### src/rtl/shift_right_seq.sv
// Multi-cycle right shifter (SRL/SRLV/SRA/SRAV) for the execute stage.
// Shifts at most step_bits positions per clock; start/ready/done handshake.
module shift_right_seq #(
    parameter int unsigned data_width  = 32,
    parameter int unsigned shamt_width = 5,
    parameter int unsigned step_bits   = 1
) (
    input  logic                   clk,
    input  logic                   reset_n,
    input  logic                   start_in,
    input  logic [data_width-1:0]  data_in,
    input  logic [shamt_width-1:0] shamt_in,
    input  logic                   arith_in,
    input  logic                   flush_in,
    output logic                   ready_out,
    output logic                   done_out,
    output logic [data_width-1:0]  data_out
);

    typedef enum logic [1:0] {StIdle, StShift, StDone} state_e;

    localparam logic [shamt_width-1:0] StepLim = shamt_width'(step_bits);

    state_e                 state_q, state_d;
    logic [data_width-1:0]  data_q, data_d, shifted;
    logic [shamt_width-1:0] remaining_q, remaining_d, remaining_next, step_k;
    logic                   mode_q, mode_d, msb_q, msb_d, fill;

    // Sign bit is captured at acceptance so the fill never follows data_in mid-shift.
    assign fill = mode_q & msb_q;

    always_comb begin
        step_k  = (remaining_q < StepLim) ? remaining_q : StepLim;
        shifted = data_q;
        for (int i = 0; i < int'(step_bits); i++) begin
            if (shamt_width'(i) < step_k) begin
                shifted = {fill, shifted[data_width-1:1]};
            end
        end
        remaining_next = remaining_q - step_k;
    end

    always_comb begin
        state_d     = state_q;
        data_d      = data_q;
        remaining_d = remaining_q;
        mode_d      = mode_q;
        msb_d       = msb_q;
        if (flush_in) begin
            state_d     = StIdle;
            data_d      = '0;
            remaining_d = '0;
        end else begin
            unique case (state_q)
                StIdle: begin
                    if (start_in) begin
                        data_d      = data_in;
                        remaining_d = shamt_in;
                        mode_d      = arith_in;
                        msb_d       = data_in[data_width-1];
                        state_d     = (shamt_in == '0) ? StDone : StShift;
                    end
                end
                StShift: begin
                    data_d      = shifted;
                    remaining_d = remaining_next;
                    if (remaining_next == '0) begin
                        state_d = StDone;
                    end
                end
                StDone:  state_d = StIdle;
                default: state_d = StIdle;
            endcase
        end
    end

    always_ff @(posedge clk or negedge reset_n) begin
        if (!reset_n) begin
            state_q     <= StIdle;
            data_q      <= '0;
            remaining_q <= '0;
            mode_q      <= 1'b0;
            msb_q       <= 1'b0;
        end else begin
            state_q     <= state_d;
            data_q      <= data_d;
            remaining_q <= remaining_d;
            mode_q      <= mode_d;
            msb_q       <= msb_d;
        end
    end

    assign ready_out = (state_q == StIdle);
    assign done_out  = (state_q == StDone);
    assign data_out  = data_q;

endmodule

### config.mk
export PLATFORM = sky130hd
export DESIGN_NAME = shift_right_seq
export DESIGN_NICKNAME = d
export VERILOG_FILES = /design/src/rtl/shift_right_seq.sv
export SDC_FILE = /design/constraint.sdc
export NUM_CORES = 1
export LEC_CHECK = 0
export ABC_CLOCK_PERIOD_IN_PS = 2900
export CAP_MARGIN = 20
export CORE_MARGIN = 5
export CORE_UTILIZATION = 51
export DETAILED_ROUTE_END_ITERATION = 8
export PLACE_DENSITY = 0.84
export REMOVE_ABC_BUFFERS = 1
export SETUP_SLACK_MARGIN = 0.02
export SLEW_MARGIN = 20
export SYNTH_ARGS = -nofsm -noshare
export SYNTH_HDL_FRONTEND = slang
export SYNTH_SLANG_ARGS = --single-unit
### constraint.sdc
create_clock -name clk -period 2.9 [get_ports clk]
set_input_delay 0.58 -clock clk [delete_from_list [all_inputs] [get_ports clk]]
set_output_delay 0.58 -clock clk [all_outputs]
set_load 0.005 [all_outputs]
==> results.txt, run 1 <==
- At the pin with the least slew margin, the transition time is 0.916 ns.
- In this run the remaining antenna-violating nets after routing total 0.
- Maximum clock insertion buffer count: 2
- TritonCTS built the clock tree.
- In the final layout, the share of cells above drive strength 1 is 18.5%.
- Achievable Freq: 445 MHz
- Die Width: 80.2 um
- Measured against its own limit, the worst slew margin works out to 38.9%.
* Final Wtd Congestion: 0.851
* Finished layout cell area: 0.00341 mm2
* Startpoint types: flip-flop
* Final worst path period need: 2.25 ns
- The hold violation count in the final report is 0.
* Effective utilization at floorplan: 52.9%
- Worst setup skew after layout: 0.00583 ns
* Via count: 1934
- At the end of the flow, the number of nets in the layout was 329.
* Most frequently used flop master after synthesis: dfrtp_1
- In this run the number of H-tree levels came out at 2.
- The clock net in this run drives a total of 41 sinks.
- Counting the buffers created by CTS gives 5.
- Counting flops with a built-in enable in the synthesized netlist gives 0.
- Setup repair after global routing left no endpoint under its margin.
- Cell row count: 25
* Kind of end point of the critical path: output port
- Cell with the largest stage delay on the worst path: dfrtp_1
- Max-cap violations in this run came to 0.
* Buffers on Ports: 75
- Hold-fix buffer count after cts: 0
- For this run, the slowest stage of the critical path takes 0.67 ns.
- The worst-case IR drop observed on VDD is 359 uV.
* Via-to-Cell Ratio: 5.48
- Counting flops with an async set or reset pin after synthesis yields a share of 100%.
- Die ar.: 0.00643 mm2
- After synthesis, the netlist uses 40 different library cells.
- Fill cells: 368
* Via count of the first global-routing pass: 2046
* Initial antenna violation count: 0
- The share of the Yosys chip area taken by registers is 40.8%.
* Drc violations: 0
- Critical Path AT: 1.67 ns
- Standard cell area after detailed placement: 0.00329 mm2
* Post-synthesis instance area: 0.00251 mm2
* Clock transition at the registers of the reported paths: 0.08 ns
- The path class of the tightest hold or removal check is input pin to asynchronous set/reset pin.
* Sum of net half-perimeters after detailed placement: 4130 um
- Cells after Synth: 215
- The root buffer cell chosen for the clock tree is clkbuf_8.
- WL per Instance: 16.8 um
* Layer with the highest usage after global routing: met2
- Worst slack, placed: 0.583 ns
- The number of antenna diodes in the final layout is 0.
* Global routing usage on met1: 26.1%
- The routed design has 5950 um of wire.
- In the global route stage, met2 resource usage came out at 30.9%.
- Global routing used 19.6% of the available tracks.
- Power per cell area: 735 mW/mm2
* Worst endpoint required time: 2.32 ns
* Height of the chip: 80.2 um
- Clk_lat worst skew: 0.30 ns
- The detailed router finished its first iteration with 92 violations.
* Layout Area Growth over Synthesis: 35.6%
- Largest net degree at the start of global routing: 42
- Post-CTS timing repair inserted 0 buffers for setup.
- Of all nets on the critical path, the largest fanout is 13.
- The worst path meets setup with 0.654 ns of slack.
- Leakage power summed over all cells: 1.34 nW
* Count of instances resized after the clock tree is built: 0
* Met3 Use GR: 4.37%
- Number of placed I/O pins: 76
- For this run, the detailed router's first-pass iteration total came to 4.
* Status: finished, final reports clean
- Core region area: 0.00475 mm2
- First-pass GRT wire length: 9900 um
- Total of endpoints with negative setup slack in the final report: 0
- Ratio of final minimum period to clock period: 77.4%
- The worst setup path is of the flip-flop to output port kind.
- Sequence of cells on the critical path: nor2b_1 -> clkdlybuf4s50_1
- Max Transition Viols Final: 0
* Remaining Overflow, GRT: 0
* Synthesized flop and latch total: 41
* Total of warnings raised by yosys: 0
- Synthesized area per cell: 11.7 um2
[state kept, by name (all words and copies together) (netlist names)]
name         flops
data_out        32
mode_q           1
msb_q            1
remaining_q      5
state_q          2
[metal layers]
layer  vias to the layer above  part of all wire (%)  wire length (um)
li1                        924                     -                 -
met1                       934                    44              2600
met2                        66                    48              2870
met3                        10                   6.3               377
met4                         0                   1.6                95
met5                         -                     0                 0
[worst max-delay path, delay by kind of cell, from the launching register on]
kind	cells	cell delay, ns
buffers and inverters	1	0.51
flip-flops	1	0.67
AND/OR/NAND/NOR	1	0.20
[cell type report]
type,count,area [um2],share of cell area (%)
well taps,67,83.8,2.46
repair buffers,81,803,23.6
clock inverters,1,30.0,0.881
inverters,37,139,4.07
clock buffers,7,86.3,2.53
multi-input cells,119,1240,36.4
flip-flops and latches,41,1030,30.1
[cell usage after synthesis (2+ instances only)]
| cell type | n | area share (%) |
|---|---|---|
| a211oi_1 | 2 | 0.60 |
| a21oi_1 | 6 | 1.2 |
| and3_1 | 2 | 0.50 |
| buf_2 | 7 | 1.4 |
| buf_4 | 6 | 1.8 |
| buf_6 | 5 | 2.2 |
| dfrtp_1 | 41 | 41 |
| ha_1 | 2 | 1.0 |
| inv_1 | 36 | 5.4 |
| mux2_1 | 2 | 0.90 |
| mux2i_1 | 32 | 13 |
| nand3_1 | 3 | 0.60 |
| nor2_1 | 10 | 1.5 |
| nor2b_1 | 4 | 1.0 |
| o32ai_1 | 3 | 1.0 |
| o32ai_2 | 30 | 19 |
[report_power, final]
| group | internal [mW] | switching [mW] |
|---|---|---|
| Sequential | 0.712 | 0.153 |
| Clock | 0.281 | 0.198 |
| Combinational | 0.619 | 0.543 |
| Total | 1.61 | 0.894 |
[layout by cell type (no fill, tap or decap), types with 2 or more instances in the layout]
master / n
nand3_1: 3
mux2_1: 2
o32ai_2: 30
buf_4: 5
o32ai_1: 3
inv_1: 36
ha_1: 2
mux2i_1: 32
a21oi_1: 6
dfrtp_1: 41
nor2_1: 10
clkdlybuf4s50_1: 74
clkbuf_8: 6
nor2b_1: 3
a211oi_1: 2
[stage by stage]
stage | power, mW | setup TNS, ns | cells | hold slack [ns] | util, %
global route | 2.66 | 0 | 353 | 0.486 | 71.7
finish | 2.51 | 0 | 353 | 0.417 | 71.7
detailed placement | 2.04 | 0 | 345 | 0.486 | 69.2
global placement | 2.01 | 0 | 345 | 0.463 | 69.2
floorplan | 1.56 | -50.28 | 197 | 0.284 | -
CTS | 2.53 | 0 | 353 | 0.444 | 71.7
[kinds of logic after synthesis]
logic type,count (synthesis),synth area share [%]
AO/OA/AOI/OAI,53,26.5
flip-flops,41,40.8
multiplexers,34,13.6
XOR/XNOR,1,0.348
AND/OR/NAND/NOR,29,6.72
buffers and inverters,55,11.0
adder cells (fa/ha/maj),2,0.995
[final timing paths]
check                            from      endpoint  slack [ns]  cells after the start
setup / recovery           state_q[1]      done_out        0.65                      2
setup reg to reg           state_q[0]  data_out[24]        0.93                      4
hold / removal                reset_n   data_out[8]        0.42                      1
hold reg to reg                mode_q        mode_q        0.50                      1
max in group asynchronous     reset_n    state_q[1]        1.91                      1
min in group clk               mode_q        mode_q        0.50                      1
(Power assumes the default switching activity.)
==> inputs of run 2 (changes only) <==
- ABC_CLOCK_PERIOD_IN_PS: 2900 -> 2300
- CORE_UTILIZATION: 51 -> 47
- PLACE_DENSITY: 0.84 -> 0.78
- clock period: 2.9 -> 2.3 ns (I/O delays scaled with it)
==> run 2 against run 1 <==
Highest routed layer unchanged. Clock power increased by 5.2%. Non-clock buffer count rose by 4. Global-route usage is 2.1 points lower. Critical path type unchanged.
==> results.txt, run 2 (synthesized netlist as in run 1, its figures left out) <==
- Effective utilization at floorplan: 48.9% (-4.0 points)
- Layout Area Growth over Synthesis: 37.6%
- Via-to-Cell Ratio: 5.38 (-1.9%)
* Drt first pass iters: 4 (unchanged)
- Total Nets Final: 333 (+1.2%)
* Power per cell area: 899 mW/mm2 (+22%)
* Largest net degree at the start of global routing: 42 (unchanged)
- Maximum clock insertion buffer count: 2 (unchanged)
- The setup violation total in the final timing report is 0 (unchanged).
- The clock insertion delay at the later pin of the skew report came to 0.30 ns (about the same).
- The weighted congestion reported at the end of routability-driven placement came to 0.874 (+2.7%).
- The setup slack after placement is 0.292 ns (-0.292 ns).
- The arrival time of the worst setup path was 1.56 ns (-0.11 ns).
- The total of buffers placed on input and output ports came to 75 (unchanged).
- Number of antenna-violating nets in the routed design: 0 (unchanged)
- The smallest clock period supported by the final layout is computed as 2.02 ns.
- TritonCTS built the clock tree.
- Num CTS Buffers: 5 (unchanged)
- The clock net sink count came to 41 (unchanged).
* Sequential cell area: 0.00103 mm2 (unchanged)
* Slew at the pin closest to its max-slew limit: 0.461 ns (-0.455 ns)
- The number of remaining DRC errors is 0 (unchanged).
- Sum of net half-perimeters after detailed placement: 4120 um (-0.22%)
- Most common library cell in the layout ignoring fill and taps: clkdlybuf4s50_1
- Slowest Stage Delay on Critical Path: 0.55 ns (-0.12 ns)
- Ratio of final minimum period to clock period: 87.8%
- Cell row count: 26 (+4.0%)
* Via count: 1935 (+0.052%)
* Die ar.: 0.00691 mm2 (+7.4%)
- For this run, the top clock speed supported by timing is 495 MHz.
- The clock skew was 0.00411 ns (-0.00172 ns).
* Worst endpoint required time: 1.84 ns (-0.48 ns)
* Worst slew margin relative to its limit: 69.3% (+30 points)
* Starting DRC count in detailed routing: 143 (+55%)
- Standard cell area after detailed placement: 0.00336 mm2 (+2.2%)
- Worst hold slack after final layout: 0.122 ns (-0.295 ns)
- Max_cap viols: 0 (unchanged)
- The number of instances in the placed design came to 352 (+2.0%).
- Status: finished, final reports clean
- Fill cells: 412 (+12%)
- The total inserted antenna cells came to 0 (unchanged).
- Final design utilization: 67.3% (-4.4 points)
* Fraction of layout cells with a size suffix above 1: 20.0% (+1.5 points)
- Startpoint types: flip-flop
- The post-route total power was 3.11 mW (+24%).
- RSZ-0062 raised after global routing: no
* Die Width: 83.1 um (+3.6%)
- Hold-fix buffer count after cts: 0 (unchanged)
- The hold violation count in the final report is 0 (unchanged).
- Core region area: 0.00514 mm2 (+8.1%)
- The vertical extent of the die is 83.1 um (+3.6%).
- Leaving out fill and tap cells, the most frequent cells in the layout are 74 x clkdlybuf4s50_1, 41 x dfrtp_1, 36 x inv_1.
* # H-tree levels: 2 (unchanged)
- The maximum fanout encountered on the critical timing path came to 14 (+1).
- The signal on the critical path passes through nor2_1 -> clkdlybuf4s50_1.
- First-pass GRT wire length: 10100 um (+1.6%)
- Among all stages on the critical path, the largest delay is contributed by dfrtp_1.
* Number of placed I/O pins: 76 (unchanged)
* Fin Setup TNS: 0 ns (unchanged)
- The final routed wire length divided by cell count came to 16.5 um (-1.8%).
- Clock transition at the registers of the reported paths: 0.08 ns (about the same)
- Worst ir drop on vdd: 442 uV (+23%)
- The overall global routing resource usage came to 17.5% (-2.1 points).
- Type of the setup path with the least slack: flip-flop to output port
- Remaining Overflow, GRT: 0 (unchanged)
- Worst path bufs/invs: 1 (unchanged)
- The worst hold path belongs to the class input pin to asynchronous set/reset pin.
- Post-Route WL: 5950 um (+0.12%)
- The number of buffers added for setup after CTS was 0 (unchanged).
* Final worst setup slack: 0.280 ns (-0.375 ns)
* Cell family contributing the most delay on the critical path: flip-flops
- Max FFs per register: 32 (unchanged)
* Non-filler cells, final: 360 (+2.0%)
- Finished layout cell area: 0.00346 mm2 (+1.5%)
- The leakage dissipation was 1.37 nW (+2.0%).
* Kind of end point of the critical path: output port
- Initial antenna violation count: 0 (unchanged)
- CTS root buffer: clkbuf_8
- Count of instances resized after the clock tree is built: 0 (unchanged)
- The number of global-route vias before repair is 1976 (-3.4%).
* Area of the multi-input gates: 0.00124 mm2 (unchanged)
- Max Transition Viols Final: 0 (unchanged)
==> run 2: cell type report <==
type	count	share of cell area, %
Multi-Input combinational cell	119	35.8
Sequential cell	41	29.7
Timing Repair Buffer	85	25.2
Inverter	37	4.01
Tap cell	70	2.53
Clock buffer	6	2.39
Clock inverter	2	0.398
==> run 2: worst paths after layout <==
check,to,from,cells after the start,slack [ns]
setup reg to reg,remaining_q[4],remaining_q[2],6,0.39
hold / removal,data_out[24],reset_n,2,0.12
max in group asynchronous,remaining_q[1],reset_n,2,1.97
min in group clk,msb_q,msb_q,1,0.49
hold reg to reg,msb_q,msb_q,1,0.49
setup / recovery,ready_out,state_q[0],2,0.28
==> run 2: worst register-to-register path: stages (launching register included) <==
cell and delay [ns]:
dfrtp_1 0.51, nor2_1 0.10, a21oi_1 0.27, ha_1 0.29, or3b_2 0.46, nand4_1 0.10, nand3_1 0.07
==> run 2: report_power, final <==
part	internal [mW]	switching, mW	leakage, nW	total, mW
clock	0.243	0.260	0.0512	0.504
sequential	0.897	0.190	0.544	1.09
combinational	0.826	0.694	0.775	1.52
total	1.97	1.14	1.37	3.11
==> run 2: routing by layer <==
layer	global-route usage (%)	vias up	part of all wire, %
met1	24.4	936	46
met5	0	-	0
met3	4.85	7	6.3
met4	6.24	0	1.4
met2	25.9	64	46
li1	-	928	-
